==> src/rtl/lieat_axi_xbar.sv <==
// lieat_axi_xbar
// ----------------------------------------------------------------------------
// One-master to NSLV-slave AXI4 crossbar with a per-slave address map.
// Read and write paths are independent FSMs that can run at the same time.
// Each path has one transaction outstanding. The address phase is registered,
// which adds one cycle. Data and response beats pass through combinationally
// from the slave latched at the address handshake. Addresses that hit no slave
// are completed locally with DECERR (2'b11).
//
// Handshake rule on every channel: a transfer happens on a rising clock edge
// where valid and ready are both high. Once a source raises valid, it holds
// valid and its payload stable until that edge.
//
// Ports:
//   clock, reset             clock, synchronous active-high reset
//   m_aw*, m_w*, m_b*        master write address / data / response
//   m_ar*, m_r*              master read address / data
//   s_*                      flattened slave ports, slave i at [i*w +: w]
//   dbg_rstate, dbg_wstate   current read / write FSM state
//
// Decode: slave i hits when (addr & MASK[i]) == BASE[i]. The lowest hit index
// wins. When no slave hits, the error path is taken.
// ----------------------------------------------------------------------------
module lieat_axi_xbar #(
    parameter int NSLV = 2,
    parameter int AW   = 32,
    parameter int DW   = 64,
    parameter int IDW  = 4,
    parameter logic [NSLV*AW-1:0] BASE = '0,
    parameter logic [NSLV*AW-1:0] MASK = '0
) (
    input  logic                   clock,
    input  logic                   reset,
    // master write address
    input  logic                   m_awvalid,
    output logic                   m_awready,
    input  logic [AW-1:0]          m_awaddr,
    input  logic [IDW-1:0]         m_awid,
    input  logic [7:0]             m_awlen,
    input  logic [2:0]             m_awsize,
    input  logic [1:0]             m_awburst,
    // master write data
    input  logic                   m_wvalid,
    output logic                   m_wready,
    input  logic [DW-1:0]          m_wdata,
    input  logic [DW/8-1:0]        m_wstrb,
    input  logic                   m_wlast,
    // master write response
    output logic                   m_bvalid,
    input  logic                   m_bready,
    output logic [1:0]             m_bresp,
    output logic [IDW-1:0]         m_bid,
    // master read address
    input  logic                   m_arvalid,
    output logic                   m_arready,
    input  logic [AW-1:0]          m_araddr,
    input  logic [IDW-1:0]         m_arid,
    input  logic [7:0]             m_arlen,
    input  logic [2:0]             m_arsize,
    input  logic [1:0]             m_arburst,
    // master read data
    output logic                   m_rvalid,
    input  logic                   m_rready,
    output logic [DW-1:0]          m_rdata,
    output logic [1:0]             m_rresp,
    output logic                   m_rlast,
    output logic [IDW-1:0]         m_rid,
    // slave write address
    output logic [NSLV-1:0]        s_awvalid,
    input  logic [NSLV-1:0]        s_awready,
    output logic [NSLV*AW-1:0]     s_awaddr,
    output logic [NSLV*IDW-1:0]    s_awid,
    output logic [NSLV*8-1:0]      s_awlen,
    output logic [NSLV*3-1:0]      s_awsize,
    output logic [NSLV*2-1:0]      s_awburst,
    // slave write data
    output logic [NSLV-1:0]        s_wvalid,
    input  logic [NSLV-1:0]        s_wready,
    output logic [NSLV*DW-1:0]     s_wdata,
    output logic [NSLV*DW/8-1:0]   s_wstrb,
    output logic [NSLV-1:0]        s_wlast,
    // slave write response
    input  logic [NSLV-1:0]        s_bvalid,
    output logic [NSLV-1:0]        s_bready,
    input  logic [NSLV*2-1:0]      s_bresp,
    input  logic [NSLV*IDW-1:0]    s_bid,
    // slave read address
    output logic [NSLV-1:0]        s_arvalid,
    input  logic [NSLV-1:0]        s_arready,
    output logic [NSLV*AW-1:0]     s_araddr,
    output logic [NSLV*IDW-1:0]    s_arid,
    output logic [NSLV*8-1:0]      s_arlen,
    output logic [NSLV*3-1:0]      s_arsize,
    output logic [NSLV*2-1:0]      s_arburst,
    // slave read data
    input  logic [NSLV-1:0]        s_rvalid,
    output logic [NSLV-1:0]        s_rready,
    input  logic [NSLV*DW-1:0]     s_rdata,
    input  logic [NSLV*2-1:0]      s_rresp,
    input  logic [NSLV-1:0]        s_rlast,
    input  logic [NSLV*IDW-1:0]    s_rid,
    // debug
    output logic [1:0]             dbg_rstate,
    output logic [2:0]             dbg_wstate
);

    localparam int SW = (NSLV > 1) ? $clog2(NSLV) : 1;

    localparam logic [1:0] RESP_DECERR = 2'b11;

    typedef enum logic [1:0] {
        R_IDLE, R_ADDR, R_DATA, R_ERR
    } r_state_t;

    typedef enum logic [2:0] {
        W_IDLE, W_ADDR, W_DATA, W_RESP, W_EDATA, W_ERESP
    } w_state_t;

    // Returns {hit, index}. Scanning from the top down lets the lowest
    // matching index overwrite any higher one.
    function automatic logic [SW:0] decode(input logic [AW-1:0] addr);
        logic          hit;
        logic [SW-1:0] idx;
        hit = 1'b0;
        idx = '0;
        for (int i = NSLV - 1; i >= 0; i--) begin
            if ((addr & MASK[i*AW +: AW]) == BASE[i*AW +: AW]) begin
                hit = 1'b1;
                idx = SW'(i);
            end
        end
        return {hit, idx};
    endfunction

    // ------------------------------------------------------------------------
    // Read path
    // ------------------------------------------------------------------------
    r_state_t        r_state, r_next;
    logic [SW-1:0]   r_sel;
    logic [AW-1:0]   r_addr;
    logic [IDW-1:0]  r_id;
    logic [7:0]      r_len;
    logic [2:0]      r_size;
    logic [1:0]      r_burst;
    logic [7:0]      r_cnt;
    logic [SW:0]     ar_dec;
    logic            ar_hs;

    assign ar_dec = decode(m_araddr);
    assign ar_hs  = m_arvalid && m_arready;

    always_ff @(posedge clock) begin
        if (reset) begin
            r_state <= R_IDLE;
            r_sel   <= '0;
            r_addr  <= '0;
            r_id    <= '0;
            r_len   <= '0;
            r_size  <= '0;
            r_burst <= '0;
            r_cnt   <= '0;
        end else begin
            r_state <= r_next;
            if (ar_hs) begin
                r_sel   <= ar_dec[SW-1:0];
                r_addr  <= m_araddr;
                r_id    <= m_arid;
                r_len   <= m_arlen;
                r_size  <= m_arsize;
                r_burst <= m_arburst;
                r_cnt   <= '0;
            end else if (r_state == R_ERR && m_rvalid && m_rready) begin
                r_cnt <= r_cnt + 8'd1;
            end
        end
    end

    always_comb begin
        r_next    = r_state;
        m_arready = 1'b0;
        s_arvalid = '0;
        s_rready  = '0;
        m_rvalid  = 1'b0;
        m_rdata   = '0;
        m_rresp   = '0;
        m_rlast   = 1'b0;
        m_rid     = '0;
        if (!reset) begin
            case (r_state)
                R_IDLE: begin
                    m_arready = 1'b1;
                    if (m_arvalid) begin
                        r_next = ar_dec[SW] ? R_ADDR : R_ERR;
                    end
                end
                R_ADDR: begin
                    s_arvalid[r_sel] = 1'b1;
                    if (s_arready[r_sel]) begin
                        r_next = R_DATA;
                    end
                end
                R_DATA: begin
                    m_rvalid        = s_rvalid[r_sel];
                    m_rdata         = s_rdata[int'(r_sel)*DW +: DW];
                    m_rresp         = s_rresp[int'(r_sel)*2 +: 2];
                    m_rlast         = s_rlast[r_sel];
                    m_rid           = s_rid[int'(r_sel)*IDW +: IDW];
                    s_rready[r_sel] = m_rready;
                    if (s_rvalid[r_sel] && m_rready && s_rlast[r_sel]) begin
                        r_next = R_IDLE;
                    end
                end
                R_ERR: begin
                    m_rvalid = 1'b1;
                    m_rresp  = RESP_DECERR;
                    m_rid    = r_id;
                    m_rlast  = (r_cnt == r_len);
                    if (m_rready && (r_cnt == r_len)) begin
                        r_next = R_IDLE;
                    end
                end
                default: r_next = R_IDLE;
            endcase
        end
    end

    // Address payload comes from registers, so it is broadcast; only the
    // selected slave ever sees valid.
    assign s_araddr  = {NSLV{r_addr}};
    assign s_arid    = {NSLV{r_id}};
    assign s_arlen   = {NSLV{r_len}};
    assign s_arsize  = {NSLV{r_size}};
    assign s_arburst = {NSLV{r_burst}};

    // ------------------------------------------------------------------------
    // Write path
    // ------------------------------------------------------------------------
    w_state_t        w_state, w_next;
    logic [SW-1:0]   w_sel;
    logic [AW-1:0]   w_addr;
    logic [IDW-1:0]  w_id;
    logic [7:0]      w_len;
    logic [2:0]      w_size;
    logic [1:0]      w_burst;
    logic [SW:0]     aw_dec;
    logic            aw_hs;

    assign aw_dec = decode(m_awaddr);
    assign aw_hs  = m_awvalid && m_awready;

    always_ff @(posedge clock) begin
        if (reset) begin
            w_state <= W_IDLE;
            w_sel   <= '0;
            w_addr  <= '0;
            w_id    <= '0;
            w_len   <= '0;
            w_size  <= '0;
            w_burst <= '0;
        end else begin
            w_state <= w_next;
            if (aw_hs) begin
                w_sel   <= aw_dec[SW-1:0];
                w_addr  <= m_awaddr;
                w_id    <= m_awid;
                w_len   <= m_awlen;
                w_size  <= m_awsize;
                w_burst <= m_awburst;
            end
        end
    end

    always_comb begin
        w_next    = w_state;
        m_awready = 1'b0;
        s_awvalid = '0;
        m_wready  = 1'b0;
        s_wvalid  = '0;
        s_bready  = '0;
        m_bvalid  = 1'b0;
        m_bresp   = '0;
        m_bid     = '0;
        if (!reset) begin
            case (w_state)
                W_IDLE: begin
                    m_awready = 1'b1;
                    if (m_awvalid) begin
                        w_next = aw_dec[SW] ? W_ADDR : W_EDATA;
                    end
                end
                W_ADDR: begin
                    s_awvalid[w_sel] = 1'b1;
                    if (s_awready[w_sel]) begin
                        w_next = W_DATA;
                    end
                end
                W_DATA: begin
                    s_wvalid[w_sel] = m_wvalid;
                    m_wready        = s_wready[w_sel];
                    if (m_wvalid && s_wready[w_sel] && m_wlast) begin
                        w_next = W_RESP;
                    end
                end
                W_RESP: begin
                    m_bvalid        = s_bvalid[w_sel];
                    m_bresp         = s_bresp[int'(w_sel)*2 +: 2];
                    m_bid           = s_bid[int'(w_sel)*IDW +: IDW];
                    s_bready[w_sel] = m_bready;
                    if (s_bvalid[w_sel] && m_bready) begin
                        w_next = W_IDLE;
                    end
                end
                W_EDATA: begin
                    // Unmapped write: swallow beats until the last one.
                    m_wready = 1'b1;
                    if (m_wvalid && m_wlast) begin
                        w_next = W_ERESP;
                    end
                end
                W_ERESP: begin
                    m_bvalid = 1'b1;
                    m_bresp  = RESP_DECERR;
                    m_bid    = w_id;
                    if (m_bready) begin
                        w_next = W_IDLE;
                    end
                end
                default: w_next = W_IDLE;
            endcase
        end
    end

    assign s_awaddr  = {NSLV{w_addr}};
    assign s_awid    = {NSLV{w_id}};
    assign s_awlen   = {NSLV{w_len}};
    assign s_awsize  = {NSLV{w_size}};
    assign s_awburst = {NSLV{w_burst}};

    // Write data payload is broadcast; s_wvalid gates it to the selected slave.
    assign s_wdata = {NSLV{m_wdata}};
    assign s_wstrb = {NSLV{m_wstrb}};
    assign s_wlast = {NSLV{m_wlast}};

    assign dbg_rstate = r_state;
    assign dbg_wstate = w_state;

endmodule
==> config.mk <==
export PLATFORM = sky130hd
export DESIGN_NAME = lieat_axi_xbar
export DESIGN_NICKNAME = d
export VERILOG_FILES = /design/src/rtl/lieat_axi_xbar.sv
export SDC_FILE = /design/constraint.sdc
export NUM_CORES = 1
export LEC_CHECK = 0
export CAP_MARGIN = 15
export CORE_AREA = 8 8 294 296
export DETAILED_ROUTE_END_ITERATION = 10
export DIE_AREA = 0 0 302 304
export GPL_TIMING_DRIVEN = 0
export PLACE_DENSITY_LB_ADDON = 0.1
export SETUP_SLACK_MARGIN = 0.5
export SLEW_MARGIN = 0
export SYNTH_ARGS = -nofsm -noshare
export SYNTH_HDL_FRONTEND = slang
export SYNTH_SLANG_ARGS = --single-unit
==> constraint.sdc <==
create_clock -name clock -period 2 [get_ports clock]
set_clock_uncertainty 0.1 [all_clocks]
set_input_delay 0.5 -clock clock [delete_from_list [all_inputs] [get_ports clock]]
set_output_delay 0.5 -clock clock [all_outputs]
set_load 0.01 [all_outputs]
==> Word level (Yosys, flattened, before mapping) <==
Index checks and enable logic that the tools add are counted.
{ "op_classes": {"add_sub_neg": 1, "n_eq_ne": 19, "muxes": 44, "reduce_logical": 16} }
{ "ops": {"columns": ["operator", "n"], "rows": [
  ["$mux W64", 2],
  ["$mux W1", 18],
  ["$mux W3", 6],
  ["$ne A2 B2 Y1 const B", 9],
  ["$pmux W3 S6", 1],
  ["$pmux W4 S2", 2],
  ["$mux W2", 6],
  ["$logic_and A1 B1 Y1", 11],
  ["$add A8 B1 Y8 const B", 1],
  ["$eq A8 B8 Y1", 1],
  ["$mux W4", 2],
  ["$pmux W1 S2", 4],
  ["$pmux W2 S2", 2],
  ["$pmux W2 S4", 1],
  ["$eq A3 B2 Y1 const B", 2],
  ["$eq A3 B3 Y1 const B", 2],
  ["$reduce_and A6 Y1", 1],
  ["$eq A2 B2 Y1 const B", 2],
  ["$reduce_and A4 Y1", 1],
  ["$eq A3 B1 Y1 const B", 1],
  ["$logic_not A3 Y1", 1],
  ["$eq A2 B1 Y1 const B", 1],
  ["$logic_not A2 Y1", 1],
  ["$ne A2 B1 Y1 const B", 1],
  ["$reduce_or A2 Y1", 1]
]} }
{ "totals": {"ff_bits": 111, "input_bits": 342, "output_inout_bits": 439} }

==> Depth between registers and ports, before layout <==
Gate-level depths: netlist of run 1.
{ "logic_depth": {"ltp_word": 5, "depth_mapped": 8} }

==> Worst setup path before layout of run 1 <==
Ideal clock, no wire load.
{ "synth_path": {"path_type": "input to output", "start": "input port reset", "end": "output port m_rdata[0]", "t_arrival_ns": 1.394, "t_required_ns": 1.400, "setup_slack_ns": 0.006, "cell_stages": 6, "n_path_buf": 3, "path_cell_list": "nand2b_1 -> buf_2 -> nor2_1 -> clkbuf_2 -> clkbuf_2 -> and2_1"} }
{ "synth_between": {"elab_chain_len": 1} }
{ "synth_rtl": {"columns": ["item", "line", "rtl"], "rows": [
  ["from (decl)", "33", "input logic reset,"],
  ["$mux W64", "188", "if (!reset) begin"],
  ["to (decl)", "64", "output logic [DW-1:0] m_rdata,"]
]} }
Every way passes these cells.

==> Worst setup path after layout of run 1 <==
{ "layout_path": {"start": "register r_state[1] (netlist: dbg_rstate[1])", "end": "output port m_rdata[3]"} }
{ "layout_between": {"elab_chain_len": 3} }
{ "layout_rtl": {"columns": ["item", "line", "rtl"], "rows": [
  ["from (decl)", "138", "r_state_t r_state, r_next;"],
  ["from (signal assigned)", "163", "r_state <= r_next;"],
  ["$eq A2 B2 Y1", "189", "case (r_state)"],
  ["$mux W64", "189", null],
  ["$mux W64", "188", null]
]} }
Every way passes these cells.

==> reports/qor.csv, run 1 <==
stage;metric;value;unit
finish;commonest cells after routing, fill and taps aside;buf_6, buf_4, clkdlybuf4s50_1, nand2_1, dfxtp_2;
worst_setup_path;slowest CP cell;dfxtp_4;
logic_synthesis;sequential area share after synthesis;32.0;%
status;status;complete, but fails checks;
power_and_ir_drop;Pleak;9.36;nW
worst_setup_path;Critical path origin;dbg_rstate[1];
placement;post-DP HPWL;37800;um
routing;DR vias;8908;
finish;commonest non-fill, non-tap cell in the layout;buf_6;
die;Initial Util;8.50;%
logic_synthesis;mapped cell area;0.00694;mm^2
logic_synthesis;Ys Warns;0;
routing;DR vias/cell;3.12;
die;I/O pin cnt;781;
die;Die Footprint;0.0918;mm^2
worst_setup_path;Crit path buffers/inverters;5;
logic_synthesis;Mapped Cells;886;
finish;Area Overhead vs Synth;184;%
logic_synthesis;flops & latches, synth;111;
status;failing checks;setup timing;
logic_synthesis;most used flip-flop cell after synthesis;dfxtp_1;
routing;DR iter-0 viols;190;
hold_path;HP Class;register to register;
worst_setup_path;cell depth of the worst setup path;8;
routing;Pre-antenna DRT Iters;4;
sta;crit path time final;2.29;ns
finish;post-route core utilization;24.1;%
worst_setup_path;Crit Reg-Reg Startpoint;dbg_rstate[0];
worst_setup_path;max incr delay on CP;0.36;ns
worst_setup_path;CP Cell Sequence;nand2b_4, buf_12, nor2_4, clkbuf_16, buf_8, clkbuf_8, and2_4, buf_6;
sta;Max Clk Rate;0.438;GHz
placement;number of port buffers;621;
sta;period utilisation layout;114;%
finish;cell area after layout;0.0197;mm^2
sta;endpoints failing setup;86;
worst_setup_path;Worst Setup Start Kind;register;
die;row count;105;
finish;Final #Nets;2123;
logic_synthesis;Syn Area/Cell;7.83;um^2
power_and_ir_drop;Worst VDD drop;485;uV
worst_setup_path;crit path max fanout;8;
clock_network;TritonCTS clock tree;built;
global_routing;Congestion Overflow GR;0;
placement;RePlAce Congestion;0.680;
worst_setup_path;Worst EP arrival;1.69;ns
power_and_ir_drop;Cell Pwr Density;472;mW/mm^2
sta;RSZ-0062 raised after global routing;true;
worst_setup_path;worst r2r dst;r_id[3];
flow_run;MaxCap Viol Count;0;
die;Core Area;0.0816;mm^2
sta;worst setup slack after layout;-0.285;ns
worst_setup_path;Crit. End Element;output pin;
die;die width;302;um
logic_synthesis;number of flops mapped to enable cells by yosys;0;
routing;DR DRC count;0;
finish;fillers;8807;
die;DIE HEIGHT;304;um
sta;Max Slew Vio Count;0;
clock_network;clock transition at the registers of the reported paths;0.08;ns
logic_synthesis;count of cell types in the netlist;42;
sta;Fin. Hold Viols;0;
sta;Worst-Margin Slew;0.652;ns
clock_network;H-tree Lvls;3;
routing;Antenna Nets Post-Route;0;
global_routing;number of global-route vias before repair;9265;
routing;routed wire length per instance;17.5;um
clock_network;Worst-Skew Late Latency;0.39;ns
clock_network;CTS root buf;clkbuf_16;
finish;layout cells sized above 1;64.6;%
clock_network;CTS buffer count;9;
worst_setup_path;worst setup path category;register to output pin;
sta;headroom to the max-slew limit;56.5;%
global_routing;initial antenna violation count;10;
clock_network;CTS Sinks;111;
logic_synthesis;ys async rst share;0;%
global_routing;overall routing resource usage;10.1;%
worst_setup_path;Worst EP required;1.40;ns
worst_setup_path;internal reg-to-reg setup slack;0.06;ns
power_and_ir_drop;total power;0.00929;W
worst_setup_path;crit path to;m_rdata[3];
worst_setup_path;R2R depth;11;
routing;Total Wirelength;49900;um
global_routing;first-pass GRT wire length;67600;um
clock_network;Max Buffers Root-to-Sink;2;
worst_setup_path;Crit path max-delay family;buffers and inverters;
global_routing;pin count of the biggest net entering global routing;20;
placement;dpl ws;-1.70;ns
placement;Cell Area, Placed;0.0150;mm^2
-- state kept, by name, summed over array words and instances, names as in the netlist --
name,cells
w_burst,2
dbg_rstate,2
r_addr,32
w_len,8
r_len,8
w_addr,32
w_id,4
dbg_wstate,3
w_size,3
r_burst,2
r_size,3
r_cnt,8
r_id,4
-- per-layer routing --
| metal | up-vias | part of all wire [%] | track usage (%) | wire length (um) |
|---|---|---|---|---|
| met5 | - | 0.13 | 0 | 63 |
| met4 | 10 | 0.83 | 1.73 | 415 |
| met3 | 24 | 9.3 | 4.34 | 4620 |
| met2 | 355 | 55 | 19.5 | 27300 |
| met1 | 4161 | 35 | 9.97 | 17500 |
| li1 | 4358 | - | - | - |
-- synth_stat cells, types with 2 or more instances --
library cell,instances,area [um^2]
buf_2,15,75.1
buf_6,3,33.8
xor2_1,6,52.6
o21ai_1,2,10.0
a22oi_1,4,30.0
nor2b_1,2,12.5
nand2_1,154,578
nor3_1,2,10.0
nor2_1,33,124
nand3b_1,49,368
nand2b_1,52,325
inv_1,2,7.51
mux2i_1,6,60.1
and2_1,69,432
clkbuf_1,21,78.8
clkbuf_2,6,30.0
a21oi_1,7,35.0
dfxtp_1,111,2220
buf_4,253,1900
o21ai_0,50,250
nand3_1,4,20.0
nor3b_1,2,15.0
a31oi_1,2,12.5
nand4_1,4,25.0
and3_1,2,12.5
xnor2_1,9,78.8
-- cells by family (layout without fill, tap and decap cells) --
group                    count (synthesis)  in the layout  share of synthesized area (%)
other                                    1              8                         0.0541
adder cells (fa/ha/maj)                  1              1                          0.180
AND/OR/NAND/NOR                        380            380                           28.7
AO/OA/AOI/OAI                           71             71                           5.57
XOR/XNOR                                15             15                           1.89
buffers and inverters                  301           1196                           30.7
flip-flops                             111            111                           32.0
multiplexers                             6              6                          0.866
-- worst min-delay path, cell delays in order, from the launching register on --
cell	delay, ns
dfxtp_2	0.34
nand3b_1	0.08
nand2_1	0.04
-- how the worst min path moves through the flow --
stage                     startpoint         end  slack (ns)  cells past startpoint
after CTS                 w_addr[22]  w_addr[22]        0.39                      2
after global routing       w_addr[6]   w_addr[6]        0.41                      2
final                      w_addr[6]   w_addr[6]        0.39                      2
after detailed placement   r_size[1]   r_size[1]        0.38                      2
after global placement     r_addr[9]   r_addr[9]        0.38                      2
after floorplan           r_addr[15]  r_addr[15]        0.40                      2
-- stage by stage --
| step | cells | TNS (ns) | hold WS, ns |
|---|---|---|---|
| after CTS | 2774 | -22.15 | 0.390 |
| after global placement | 2581 | -209.78 | 0.380 |
| after global routing | 2856 | -25.40 | 0.414 |
| after floorplan | 890 | 0 | 0.398 |
| final | 2858 | -17.24 | 0.391 |
| after detailed placement | 2581 | -211.81 | 0.384 |
-- cell type report --
class                      count  area, um^2  share of cell area (%)
antenna                        3        7.51                  0.0381
clock buffer                  10         229                    1.16
multi-input combinational    478        3410                    17.3
inverter                       2        11.3                  0.0572
clock inverter                 6         100                   0.508
tap                         1070        1340                    6.80
buffer                       299        2950                    15.0
timing repair buffer         879        9210                    46.7
sequential                   111        2450                    12.4
-- repair_timing --
item | in CTS | in global routing
gates resized for setup | 1705 | 403
hold endpoints to repair | 0 | 0
buffers inserted | 160 | 75
gates cloned | 17 | 6
hold buffers | 0 | 0
setup endpoints to repair | 545 | 539
pin swaps | 45 | 31
-- power breakdown --
part           leakage [nW]  switching [W]  total (W)  internal [W]
Combinational          8.24        0.00164    0.00452       0.00287
Sequential            0.964       0.000180    0.00261       0.00243
Clock                 0.162        0.00104    0.00217       0.00113
Power figures use the tool's default switching activity.
==> run 2, diff against run 1 <==
- CELL_PAD_IN_SITES_DETAIL_PLACEMENT: unset -> 1
- CELL_PAD_IN_SITES_GLOBAL_PLACEMENT: unset -> 1
- CORE_AREA: 8 8 294 296 -> 8 8 298 300
- DIE_AREA: 0 0 302 304 -> 0 0 306 308
==> reports/qor.csv, run 2 (synthesis gave the netlist of run 1 again) <==
stage;metric;value;unit;change
worst_setup_path;Crit path buffers/inverters;6;;+1
die;Initial Util;8.24;%;-0.27 points
worst_setup_path;Crit. End Element;output pin;;
power_and_ir_drop;Pleak;8.30;nW;-11%
worst_setup_path;Crit Reg-Reg Startpoint;dbg_wstate[2];;
worst_setup_path;Crit path max-delay family;buffers and inverters;;
status;failing checks;setup timing;;
routing;DR vias/cell;3.11;;-0.28%
status;status;complete, but fails checks;;
global_routing;Congestion Overflow GR;0;;unchanged
sta;Fin. Hold Viols;0;;unchanged
finish;multi-input logic area;0.00335;mm^2;-1.8%
sta;worst setup slack after layout;-0.284;ns;+0.000650 ns
sta;endpoints failing setup;87;;+1.2%
die;die width;306;um;+1.3%
worst_setup_path;R2R depth;12;;+1
clock_network;Max Buffers Root-to-Sink;2;;unchanged
global_routing;first-pass GRT wire length;71900;um;+6.4%
die;row count;107;;+1.9%
clock_network;CTS root buf;clkbuf_16;;
placement;number of port buffers;621;;unchanged
finish;layout cells sized above 1;63.0;%;-1.7 points
placement;placed insts;2601;;+0.77%
global_routing;number of global-route vias before repair;9606;;+3.7%
finish;commonest non-fill, non-tap cell in the layout;buf_6;;
clock_network;clock transition at the registers of the reported paths;0.08;ns;about the same
hold_path;worst hold endpoint;r_burst[1];;
sta;headroom to the max-slew limit;63.7;%;+7.1 points
die;I/O pin cnt;781;;unchanged
worst_setup_path;max incr delay on CP;0.16;ns;-0.20 ns
finish;Sequential Area;0.00245;mm^2;+0.15%
flow_run;MaxCap Viol Count;0;;unchanged
worst_setup_path;worst r2r dst;w_size[0];;
sta;RSZ-0062 raised after global routing;true;;
clock_network;cts-stage hold buffer count;0;;unchanged
worst_setup_path;internal reg-to-reg setup slack;0.04;ns;-0.02 ns
finish;fillers;9692;;+10%
sta;Max Clk Rate;0.438;GHz;about the same
clock_network;H-tree Lvls;3;;unchanged
worst_setup_path;Worst EP arrival;1.68;ns;about the same
sta;crit path time final;2.28;ns;-0.000650 ns
finish;cell area after layout;0.0186;mm^2;-5.8%
power_and_ir_drop;Worst VDD drop;385;uV;-21%
hold_path;hold path startpoint;r_burst[1];;
clock_network;CTS Sinks;111;;unchanged
power_and_ir_drop;Cell Pwr Density;477;mW/mm^2;+1.1%
placement;dpl ws;-1.61;ns;+0.0877 ns
finish;Final #Nets;2054;;-3.3%
sta;Worst-Margin Slew;0.545;ns;-0.107 ns
clock_network;CTS buffer count;9;;unchanged
hold_path;HP Class;register to register;;
worst_setup_path;Worst EP required;1.40;ns;about the same
global_routing;pin count of the biggest net entering global routing;19;;-5.0%
worst_setup_path;CP dominant cell by count;buf_8;;
routing;Pre-antenna DRT Iters;4;;unchanged
sta;period utilisation layout;114;%;about the same
finish;commonest cells after routing, fill and taps aside;buf_6, clkdlybuf4s50_1, buf_4, nand2_1, dfxtp_2;;
routing;Total Wirelength;52200;um;+4.7%
worst_setup_path;Worst Setup Start Kind;primary input;;
global_routing;overall routing resource usage;10.5;%;+0.39 points
routing;DR DRC count;0;;unchanged
sta;Setup Total Neg Slack;-17.75;ns;-0.509 ns
worst_setup_path;crit path max fanout;6;;-2
placement;Cell Area, Placed;0.0150;mm^2;+0.17%
die;Core Area;0.0842;mm^2;+3.2%
placement;post-DP HPWL;41500;um;+9.7%
die;DIE HEIGHT;308;um;+1.3%
worst_setup_path;CP Cell Sequence;buf_4, nand2b_4, buf_12, nor2_4, buf_8, buf_8, clkbuf_16, and2_4, buf_6;;
placement;RePlAce Congestion;0.702;;+3.3%
hold_path;hold depth;2;;unchanged
routing;routed wire length per instance;18.6;um;+6.3%
routing;DR iter-0 viols;247;;+30%
finish;top flop regs;r_addr: 32 flops, w_addr: 32 flops;;
routing;DR vias;8743;;-1.9%
worst_setup_path;worst setup path category;primary input to output pin;;
routing;Antenna Nets Post-Route;0;;unchanged
global_routing;initial antenna violation count;17;;+7
sta;Max Slew Vio Count;0;;unchanged
clock_network;Worst-Skew Late Latency;0.38;ns;about the same
finish;Area Overhead vs Synth;167;%;
die;Die Footprint;0.0942;mm^2;+2.7%
clock_network;TritonCTS clock tree;built;;
worst_setup_path;slowest CP cell;buf_4;;
finish;non-filler cells in the finished layout;2813;;-1.6%
run 2: cell count changes in the layout (fill, tap and decap cells not counted), moves of 9 or more:
cell / previous run / this run
o21ai_1: 28 / 37
buf_4: 282 / 267
buf_2: 44 / 29
clkbuf_2: 23 / 36
clkdlybuf4s50_1: 266 / 327
buf_6: 406 / 379
dlymetal6s2s_1: 62 / 0
o21ai_2: 15 / 1
run 2: final cells by class:
type                            instances  share of cell area (%)
Multi-Input combinational cell        478                    18.0
Tap cell                             1090                    7.35
Buffer                                299                    15.4
Timing Repair Buffer                  810                    44.3
Inverter                                2                  0.0405
Clock buffer                           10                    1.23
Antenna cell                            8                   0.108
Sequential cell                       111                    13.2
Clock inverter                          5                   0.351
run 2: worst max path at each step:
stage | startpoint | to | cells past startpoint
CTS | dbg_rstate[1] | m_rdata[38] | 8
global placement | reset | m_rdata[48] | 7
finish | reset | m_rdata[6] | 9
global route | dbg_rstate[1] | m_rdata[6] | 8
floorplan | reset | m_rdata[0] | 6
detailed placement | reset | m_rdata[48] | 7
run 2: metrics by stage:
stage / hold slack (ns) / utilization [%] / total power, W
2_1_floorplan: 0.398 / - / 0.00391
3_3_place_gp: 0.378 / 17.8 / 0.00588
3_5_place_dp: 0.384 / 17.8 / 0.00589
4_1_cts: 0.385 / 21.6 / 0.00903
5_1_grt: 0.425 / 22.0 / 0.00938
6_report: 0.385 / 22.0 / 0.00885
run 2: repair_timing:
| item | CTS | global route |
|---|---|---|
| cloned | 7 | 3 |
| resized for setup | 1668 | 320 |
| pin swaps | 38 | 16 |
| hold endpoints to repair | 0 | 0 |
| setup endpoints to repair | 545 | 542 |
| setup buffers | 157 | 22 |
run 2: per-layer routing:
layer / GRT usage (%) / vias up / part of all wire (%)
met5: 0 / - / 0.18
met4: 1.89 / 14 / 0.71
met3: 4.71 / 28 / 9.1
met2: 19.6 / 356 / 53
met1: 10.8 / 4133 / 37
li1: - / 4212 / -
run 2: where the power goes:
part | total (W) | switching (W) | internal [W]
sequential | 0.00263 | 0.000204 | 0.00243
combinational | 0.00420 | 0.00156 | 0.00264
clock | 0.00201 | 0.00103 | 0.000987
total | 0.00885 | 0.00280 | 0.00605
run 2: tightest hold or removal path, cell delays in order (launching register included):
cell and delay [ns]:
dfxtp_2 0.34, nand2b_1 0.06, o21ai_1 0.05
